## src/rtl/bc_serial_tx_fifo_if.sv

```systemverilog
// rtl/bc_serial_tx_fifo_if.sv - signal bundle for bc_serial_tx_fifo
//   master: producer/config side (drives CfgDiv, DivIn, PushValid, PushData)
//   slave : the FIFO/serialiser (drives PushReady, Level, Busy, ClkTx, DoutValid, DataOut)
interface bc_serial_tx_fifo_if #(
  parameter int DWIDTH  = 32,
  parameter int SBITS   = 4,
  parameter int DEPTH   = 4,
  parameter int DIVBITS = 8
);
  logic                       CfgDiv;
  logic [DIVBITS-1:0]         DivIn;
  logic                       PushValid;
  logic [DWIDTH-1:0]          PushData;
  logic                       PushReady;
  logic [$clog2(DEPTH+1)-1:0] Level;
  logic                       Busy;
  logic                       ClkTx;
  logic                       DoutValid;
  logic [SBITS-1:0]           DataOut;

  modport master (
    output CfgDiv, DivIn, PushValid, PushData,
    input  PushReady, Level, Busy, ClkTx, DoutValid, DataOut
  );

  modport slave (
    input  CfgDiv, DivIn, PushValid, PushData,
    output PushReady, Level, Busy, ClkTx, DoutValid, DataOut
  );
endinterface

```

## src/rtl/bc_serial_tx_fifo.sv

```systemverilog
// rtl/bc_serial_tx_fifo.sv - frame FIFO feeding an SBITS-lane serialiser with divided ClkTx
//   Clk   : system clock, rising edge
//   Reset : synchronous, active-high
//   bus   : slave side of bc_serial_tx_fifo_if (push, divider config, serial output)
//   Optional macro BC_TX_PARITY_EN appends a per-lane even-parity beat to every frame.
module bc_serial_tx_fifo #(
  parameter int DWIDTH    = 32,
  parameter int SBITS     = 4,
  parameter int DEPTH     = 4,
  parameter int DIVBITS   = 8,
  parameter int DIV_RESET = 1
) (
  input  logic               Clk,
  input  logic               Reset,
  bc_serial_tx_fifo_if.slave bus
);
  localparam int NB = DWIDTH / SBITS;
`ifdef BC_TX_PARITY_EN
  localparam int NBEATS = NB + 1;
`else
  localparam int NBEATS = NB;
`endif
  localparam int BW = $clog2(NBEATS + 1);
  localparam int LW = $clog2(DEPTH + 1);
  localparam int PW = $clog2(DEPTH);

  typedef enum logic {IDLE, SHIFT} state_t;
  state_t state, state_n;

  logic [DWIDTH-1:0]  mem [DEPTH];
  logic [PW-1:0]      wr_ptr, rd_ptr;
  logic [LW-1:0]      count, count_n;
  logic               push_ready;
  logic [DIVBITS-1:0] div_q, cur_div, phase_cnt;
  logic [BW-1:0]      beat;
  logic [DWIDTH-1:0]  shreg, shifted, head;
  logic               clk_tx, dout_valid;
  logic [SBITS-1:0]   data_out, next_data;
  logic               push, pop, phase_end, last_beat;

  function automatic logic [PW-1:0] ptr_inc(input logic [PW-1:0] p);
    return (p == PW'(DEPTH - 1)) ? '0 : p + PW'(1);
  endfunction

  // push_ready reflects the count before this edge, so a push into a full
  // FIFO is refused even if a pop frees a slot on the same edge
  assign push      = bus.PushValid && push_ready;
  assign head      = mem[rd_ptr];
  assign shifted   = shreg << SBITS;
  assign last_beat = (beat == BW'(NBEATS - 1));
  assign phase_end = (phase_cnt == cur_div - DIVBITS'(1));
  assign count_n   = (push && !pop) ? count + LW'(1) :
                     (!push && pop) ? count - LW'(1) : count;

`ifdef BC_TX_PARITY_EN
  logic [SBITS-1:0] par_q;

  function automatic logic [SBITS-1:0] lane_parity(input logic [DWIDTH-1:0] f);
    logic [SBITS-1:0] acc;
    acc = '0;
    for (int i = 0; i < NB; i++) acc ^= f[i*SBITS +: SBITS];
    return acc;
  endfunction

  always_ff @(posedge Clk) begin
    if (Reset)    par_q <= '0;
    else if (pop) par_q <= lane_parity(head);
  end

  assign next_data = (beat == BW'(NB - 1)) ? par_q : shifted[DWIDTH-1 -: SBITS];
`else
  assign next_data = shifted[DWIDTH-1 -: SBITS];
`endif

  always_ff @(posedge Clk) begin
    if (Reset) state <= IDLE;
    else       state <= state_n;
  end

  // IDLE always lasts at least one cycle, which yields the single idle
  // cycle between back-to-back frames
  always_comb begin
    state_n = state;
    pop     = 1'b0;
    case (state)
      IDLE: begin
        if (count != '0) begin
          pop     = 1'b1;
          state_n = SHIFT;
        end
      end
      SHIFT: begin
        if (phase_end && clk_tx && last_beat) state_n = IDLE;
      end
      default: state_n = IDLE;
    endcase
  end

  always_ff @(posedge Clk) begin
    if (Reset) begin
      wr_ptr     <= '0;
      rd_ptr     <= '0;
      count      <= '0;
      push_ready <= 1'b1;
    end else begin
      if (push) wr_ptr <= ptr_inc(wr_ptr);
      if (pop)  rd_ptr <= ptr_inc(rd_ptr);
      count      <= count_n;
      push_ready <= (count_n != LW'(DEPTH));
    end
  end

  always_ff @(posedge Clk) begin
    if (push) mem[wr_ptr] <= bus.PushData;
  end

  always_ff @(posedge Clk) begin
    if (Reset) begin
      div_q      <= DIVBITS'(DIV_RESET);
      cur_div    <= DIVBITS'(1);
      phase_cnt  <= '0;
      beat       <= '0;
      shreg      <= '0;
      clk_tx     <= 1'b0;
      dout_valid <= 1'b0;
      data_out   <= '0;
    end else begin
      if (bus.CfgDiv && state == IDLE) div_q <= bus.DivIn;
      if (pop) begin
        // divider is latched per frame; D=0 behaves as D=1
        cur_div    <= (div_q == '0) ? DIVBITS'(1) : div_q;
        phase_cnt  <= '0;
        beat       <= '0;
        shreg      <= head;
        clk_tx     <= 1'b0;
        dout_valid <= 1'b1;
        data_out   <= head[DWIDTH-1 -: SBITS];
      end else if (state == SHIFT) begin
        if (!phase_end) begin
          phase_cnt <= phase_cnt + DIVBITS'(1);
        end else begin
          phase_cnt <= '0;
          if (!clk_tx) begin
            clk_tx <= 1'b1;
          end else if (last_beat) begin
            clk_tx     <= 1'b0;
            dout_valid <= 1'b0;
          end else begin
            clk_tx   <= 1'b0;
            beat     <= beat + BW'(1);
            shreg    <= shifted;
            data_out <= next_data;
          end
        end
      end
    end
  end

  assign bus.PushReady = push_ready;
  assign bus.Level     = count;
  assign bus.Busy      = (state == SHIFT);
  assign bus.ClkTx     = clk_tx;
  assign bus.DoutValid = dout_valid;
  assign bus.DataOut   = data_out;
endmodule
```

## src/flat_wrapper.sv

```systemverilog
// flat-port wrapper written by rule: the top's interface ports become plain ports
module bc_serial_tx_fifo_flat 
#(
  parameter int DWIDTH    = 32,
  parameter int SBITS     = 4,
  parameter int DEPTH     = 4,
  parameter int DIVBITS   = 8,
  parameter int DIV_RESET = 1
)
  (Clk, Reset, bus_CfgDiv, bus_DivIn, bus_PushValid, bus_PushData, bus_PushReady, bus_Level, bus_Busy, bus_ClkTx, bus_DoutValid, bus_DataOut);
  bc_serial_tx_fifo_if #(.DWIDTH(DWIDTH), .SBITS(SBITS), .DEPTH(DEPTH), .DIVBITS(DIVBITS)) bus_i ();
  input  logic Clk;
  input  logic Reset;
  input wire logic [$bits(bus_i.CfgDiv)-1:0] bus_CfgDiv;
  input wire logic [$bits(bus_i.DivIn)-1:0] bus_DivIn;
  input wire logic [$bits(bus_i.PushValid)-1:0] bus_PushValid;
  input wire logic [$bits(bus_i.PushData)-1:0] bus_PushData;
  output wire logic [$bits(bus_i.PushReady)-1:0] bus_PushReady;
  output wire logic [$bits(bus_i.Level)-1:0] bus_Level;
  output wire logic [$bits(bus_i.Busy)-1:0] bus_Busy;
  output wire logic [$bits(bus_i.ClkTx)-1:0] bus_ClkTx;
  output wire logic [$bits(bus_i.DoutValid)-1:0] bus_DoutValid;
  output wire logic [$bits(bus_i.DataOut)-1:0] bus_DataOut;
  assign bus_i.CfgDiv = bus_CfgDiv;
  assign bus_i.DivIn = bus_DivIn;
  assign bus_i.PushValid = bus_PushValid;
  assign bus_i.PushData = bus_PushData;
  assign bus_PushReady = bus_i.PushReady;
  assign bus_Level = bus_i.Level;
  assign bus_Busy = bus_i.Busy;
  assign bus_ClkTx = bus_i.ClkTx;
  assign bus_DoutValid = bus_i.DoutValid;
  assign bus_DataOut = bus_i.DataOut;
  bc_serial_tx_fifo #(.DWIDTH(DWIDTH), .SBITS(SBITS), .DEPTH(DEPTH), .DIVBITS(DIVBITS), .DIV_RESET(DIV_RESET)) u_core (.Clk(Clk), .Reset(Reset), .bus(bus_i));
endmodule
```

## config.mk

```make
export PLATFORM = sky130hd
export DESIGN_NAME = bc_serial_tx_fifo_flat
export DESIGN_NICKNAME = d
export VERILOG_FILES = /design/src/rtl/bc_serial_tx_fifo_if.sv /design/src/rtl/bc_serial_tx_fifo.sv /design/src/flat_wrapper.sv
export SDC_FILE = /design/constraint.sdc
export NUM_CORES = 1
export LEC_CHECK = 0
export BUFFER_PORTS_ARGS = -buffer_cell sky130_fd_sc_hd__buf_2
export CAP_MARGIN = 20
export CORE_MARGIN = 3
export CORE_UTILIZATION = 54
export DETAILED_ROUTE_END_ITERATION = 16
export PLACE_DENSITY = 0.81
export SYNTH_ARGS = -nofsm -noshare
export SYNTH_HDL_FRONTEND = slang
export SYNTH_SLANG_ARGS = --single-unit
export TNS_END_PERCENT = 20
```

## constraint.sdc

```tcl
create_clock -name Clk -period 2.95 [get_ports Clk]
set_input_delay 0.4425 -clock Clk [delete_from_list [all_inputs] [get_ports Clk]]
set_output_delay 0.4425 -clock Clk [all_outputs]
set_load 0.01 [all_outputs]
```

[Word-level counts from Yosys, hierarchy flattened]
Memory sizes are Yosys's and may differ from the RTL's. A register that Yosys moved wholly into a read port is not among the register bits.
Index checks and enable logic that the tools add are counted.
Cells by class
  add/subtract/negate cells: 7
  eq/ne operators: 6
  mux-type cells: 30
  bitwise gates (word level): 2
  reductions and logical operators: 19
Operator list (count)
  $mux W28: 5
  $mux W4: 5
  $mux W8: 2
  $reduce_and A4 Y1: 3
  $mux W1: 11
  $add A8 B1 Y8 const B: 1
  $eq A8 B8 Y1: 1
  $logic_not A8 Y1: 1
  $mux W2: 4
  $reduce_bool A2 Y1: 4
  $sub A8 B1 Y8 const B: 1
  $logic_and A1 B1 Y1: 6
  $mux W3: 2
  $add A2 B1 Y2 const B: 2
  $add A4 B1 Y4 const B: 1
  $eq A2 B2 Y1 const B: 2
  $eq A4 B3 Y1 const B: 1
  $add A3 B1 Y3 const B: 1
  $ne A3 B3 Y1 const B: 1
  $reduce_bool A3 Y1: 1
  $sub A3 B1 Y3 const B: 1
  $logic_not A1 Y1: 2
  $ne A2 B1 Y1 const B: 1
  $not A1 Y1: 2
  other kinds (3): 3
Word-level totals
  flip-flop bits (word level): 71
  memory bits (writable): 128
  input port bits: 44
  output and inout port bits: 11
  logic and storage cells: 78
  memories: 1
Memory list
  u_core.mem: depth 4, width 32, rd ports 1, clocked after Yosys merged registers in 1, write ports 1, line bc_serial_tx_fifo.sv:30  | logic [DWIDTH-1:0] mem [DEPTH];

[Logic depth before layout (Yosys ltp)]
  depth in word-level cells: 7
  mapped depth: 12
  gate-level depth less buffers: 8

[Worst setup path after synthesis]
OpenSTA, ideal clock, no wires.
  path type: reg-to-reg
  start point: register u_core.cur_div[0]
  end point: register u_core.shreg[4]
  setup time: 142 ps
  arrival time: 2149 ps
  required time: 2808 ps
  slack: 659 ps
  stages on the path, launching flop included: 12
  path buffers: 3
  period minus slack after synthesis: 2291 ps
  path through: dfxtp_1 buf_6 inv_1 ha_1 buf_2 nor2b_1 or3_1 a31oi_4 nand3_2 clkbuf_1 o31ai_1 a311oi_1
Between the ends
  word-level cells in the longest chain between the ends: 4
Ends and longest elaborated chain
  start, declared: line bc_serial_tx_fifo.sv:34  | logic [DIVBITS-1:0] div_q, cur_div, phase_cnt;
  start signal, assigned: line bc_serial_tx_fifo.sv:131  | cur_div <= (div_q == '0) ? DIVBITS'(1) : div_q;
  $sub A8 B1 Y8: line bc_serial_tx_fifo.sv:51  | assign phase_end = (phase_cnt == cur_div - DIVBITS'(1));
  $eq A8 B8 Y1: line bc_serial_tx_fifo.sv:51
  $reduce_bool A2 Y1 (no source line)
  $reduce_and A4 Y1 (no source line)
  end signal, assigned: line bc_serial_tx_fifo.sv:151  | shreg <= shifted;
  end, declared: line bc_serial_tx_fifo.sv:36  | logic [DWIDTH-1:0] shreg, shifted, head;
Every way passes these cells.
A chain may end at the register's enable or synchronous reset.

[Worst setup path after layout]
  start point: register u_core.cur_div[0]
  end point: register u_core.shreg[9]
The elaborated chain is that of the path after synthesis.

==> impl_metrics.csv <==
group,metric,value,unit
drt,vias_per_cell,6.27,
yosys,synth_ff_type,"edfxtp_1",
place,place_congestion,0.848,
die,rows,44,
flow_run,cap_violations,0,
timing,slew_viol_final,0,
die,die_w,131,um
yosys,synth_warnings,0,
yosys,avgSynthCellArea,13.5,um2
die,chipHeight,131,um
cells_and_area,instances_no_fill,862,
clock_network,cts_tree,"yes",
global_route,grt.met1_usage,27.4,%
clock_network,cts.sinks,201,
yosys,synth_top_area_cell,"edfxtp_1",
timing,setup_slack,0.196,ns
timing,setup_viol,0,
die,core-area,14900,um2
min_path,hold_path_class,"in2reg",
setup_path,rrSetupSlack,0.20,ns
drt,wl_per_cell,19.7,um
timing,final_hold_viol_count,0,
cells_and_area,multi_input_area,2790,um2
die,io_pins,55,
cells_and_area,nets,720,
cells_and_area,drive_gt1_share,20.4,%
timing,fin_crit,2.75,ns
global_route,first_global_vias,5412,
cells_and_area,syn_to_final_growth,11.7,%
power,ir_drop,0.000678,V
yosys,synth-seq-cells,201,
drt,drtPass1Iterations,5,
global_route,grt_pass1_wl,27600,um
yosys,syn-instance-count,623,
global_route,grt_max_degree,64,
clock_network,htreeDepth,1,
global_route,grt_usage,20.2,%
timing,fin_crit_sh,93.4,%
clock_network,clk_pin_slew,0.06,ns
cells_and_area,seqCellArea,5310,um2
place,place_ws,0.280,ns
global_route,grt.busiest_layer,"met2",
global_route,grt_overflow,0,
setup_path,end_kind,"flip-flop",
place,detailed_place_hpwl,10200,um
clock_network,clock_path_buffers,3,
outcome,status,"finished, final reports clean",
yosys,netlist.area_leader.share,45.8,%
global_route,use_met3,3.74,%
die,fp.dieArea,17100,um2
yosys,syn_area,8390,um2
drt,num_vias,5407,
timing,max_clock_freq,363,MHz
setup_path,critPathLaunchType,"flip-flop",
power,p_leak,3.16,nW
timing,setup_tns,0,ns
die,start_util,56.4,%
timing,maxSlewHeadroom,49.2,%
drt,ant_nets,0,
clock_network,clock_latency,0.49,ns
yosys,ys_seq_area_share,63.2,%
setup_path,crit_type,"reg2reg",
yosys,ys_top_cells_by_area,"edfxtp_1 (46%), dfxtp_1 (17%), mux4_2 (8.6%)",
yosys,synth_nets,678,
drt,drc,0,
cells_and_area,design_area,9370,um2
place,dp_cells,826,
setup_path,crit_required,3.29,ns
timing,grt_setup_unrepaired,"no",
yosys,synthArstFlopShare,0,%
clock_network,root_buffer,"clkbuf_16",
setup_path,arrival,3.09,ns
clock_network,cts_resized,0,
global_route,antenna_found_initial,0,
global_route,use_met2,33.6,%
clock_network,cts_hold_buf,0,
timing,worst_slew_pin_slew,0.762,ns
power,cellPowerDensity,997,nW/um2
setup_path,path_max_fanout,26,
drt,drt_wl_total,17000,um
drt,drt_first_iter_violations,743,
timing,skew,0.00955,ns
yosys,synth_edf_count,128,
cells_and_area,fillers,1050,
yosys,ys_types,49,
place,dpl_cell_area,8750,um2
place,io_buffers,54,
clock_network,cts_buffers,21,
clock_network,cts_setup_buffers,0,
-- through the flow --
stage / hold WS [ns] / utilization [%] / power, mW
6_report: 0.161 / 63.0 / 9.34
3_5_place_dp: 0.464 / 58.9 / 6.94
4_1_cts: 0.147 / 63.0 / 9.35
2_1_floorplan: 0.438 / - / 6.37
3_3_place_gp: 0.453 / 58.9 / 6.81
5_1_grt: 0.152 / 63.0 / 9.82
-- logic make-up (layout without fill, tap and decap cells) --
logic type,Yosys count,after routing,share of synthesized area [%]
fa+ha+maj,11,11,1.64
mux,33,33,8.71
buf+inv,58,112,3.52
flops,201,201,63.2
compound gates,117,117,9.93
other cells,0,1,0
simple gates,187,187,11.3
xor+xnor,16,16,1.67
-- synthesized netlist by cell type, types with 3 or more instances --
library cell  instances
or3_1                 3
and3_1                7
nand3b_1              3
o31ai_1              28
nor2b_1               8
a211oi_1              6
a21oi_1              32
nand3_1               8
dfxtp_1              73
mux4_2               32
clkbuf_1             30
edfxtp_1            128
nor2_1               40
xnor2_1               7
and2_1                5
buf_6                 9
nor3_1                8
xor2_1                9
nand4_1              33
nand2_1              60
a311oi_1             29
buf_2                 8
ha_1                 11
o21ai_0               8
inv_1                 9
-- registers in the layout (all words and copies together) (netlist names), named ones only --
register / cells
u_core.beat: 4
u_core.bus.Busy: 1
u_core.bus.ClkTx: 1
u_core.bus.DataOut: 4
u_core.bus.DoutValid: 1
u_core.bus.Level: 3
u_core.bus.PushReady: 1
u_core.cur_div: 8
u_core.div_q: 8
u_core.mem: 128
u_core.phase_cnt: 8
u_core.rd_ptr: 2
u_core.shreg: 28
u_core.wr_ptr: 2
-- area by class of cell --
type	count	area share [%]
sequential	201	56.6
multi-input combinational	364	29.8
clock buffer	24	5.73
timing repair buffer	68	4.14
tap	184	2.46
clock inverter	11	0.868
inverter	9	0.361
antenna	1	0.0267
-- layer usage --
metal	share of wire (%)	vias to the layer above
met1	41	2632
li1	-	2494
met4	2.6	0
met2	50	240
met5	0	-
met3	6.7	41
-- worst paths after layout --
check	cells after the start	end	startpoint
worst min-delay path	3	u_core.div_q[0]	bus_DivIn[0]
worst max-delay path	9	u_core.shreg[9]	u_core.cur_div[0]
worst max register to register	9	u_core.shreg[9]	u_core.cur_div[0]
worst min register to register	2	u_core.cur_div[7]	u_core.cur_div[7]
-- critical path, cell delays in order (launching register included) --
cell	delay (ns)
dfxtp_1	0.44
inv_1	0.09
ha_1	0.30
nor2b_1	0.16
or3_1	0.39
a31oi_4	0.22
nand3_2	0.21
buf_4	0.30
o31ai_1	0.32
a311oi_1	0.16
-- layout by cell type, fill, tap and decap left out, types with 2 or more instances in the layout --
master	count
edfxtp_1	128
dfxtp_1	72
nand2_1	59
buf_2	54
nor2_1	40
nand4_1	33
a21oi_1	32
mux4_2	32
a311oi_1	29
o31ai_1	28
clkbuf_16	21
buf_4	13
ha_1	11
inv_1	9
xor2_1	9
nor2b_1	8
nor3_1	8
nand3_1	8
o21ai_0	8
and3_1	7
xnor2_1	7
a211oi_1	6
and2_1	5
clkinv_1	5
or3_1	3
nand3b_1	3
clkbuf_1	3
o21bai_1	2
nor4_2	2
a211o_1	2
nand2b_1	2
clkinv_2	2
-- power breakdown --
| group | internal [mW] | leakage [nW] | switching (mW) |
|---|---|---|---|
| logic | 1.12 | 1.09 | 2.08 |
| clock network | 1.39 | 0.301 | 1.01 |
| registers | 3.46 | 1.77 | 0.300 |
| total | 5.96 | 3.16 | 3.38 |
Power figures use the tool's default switching activity.
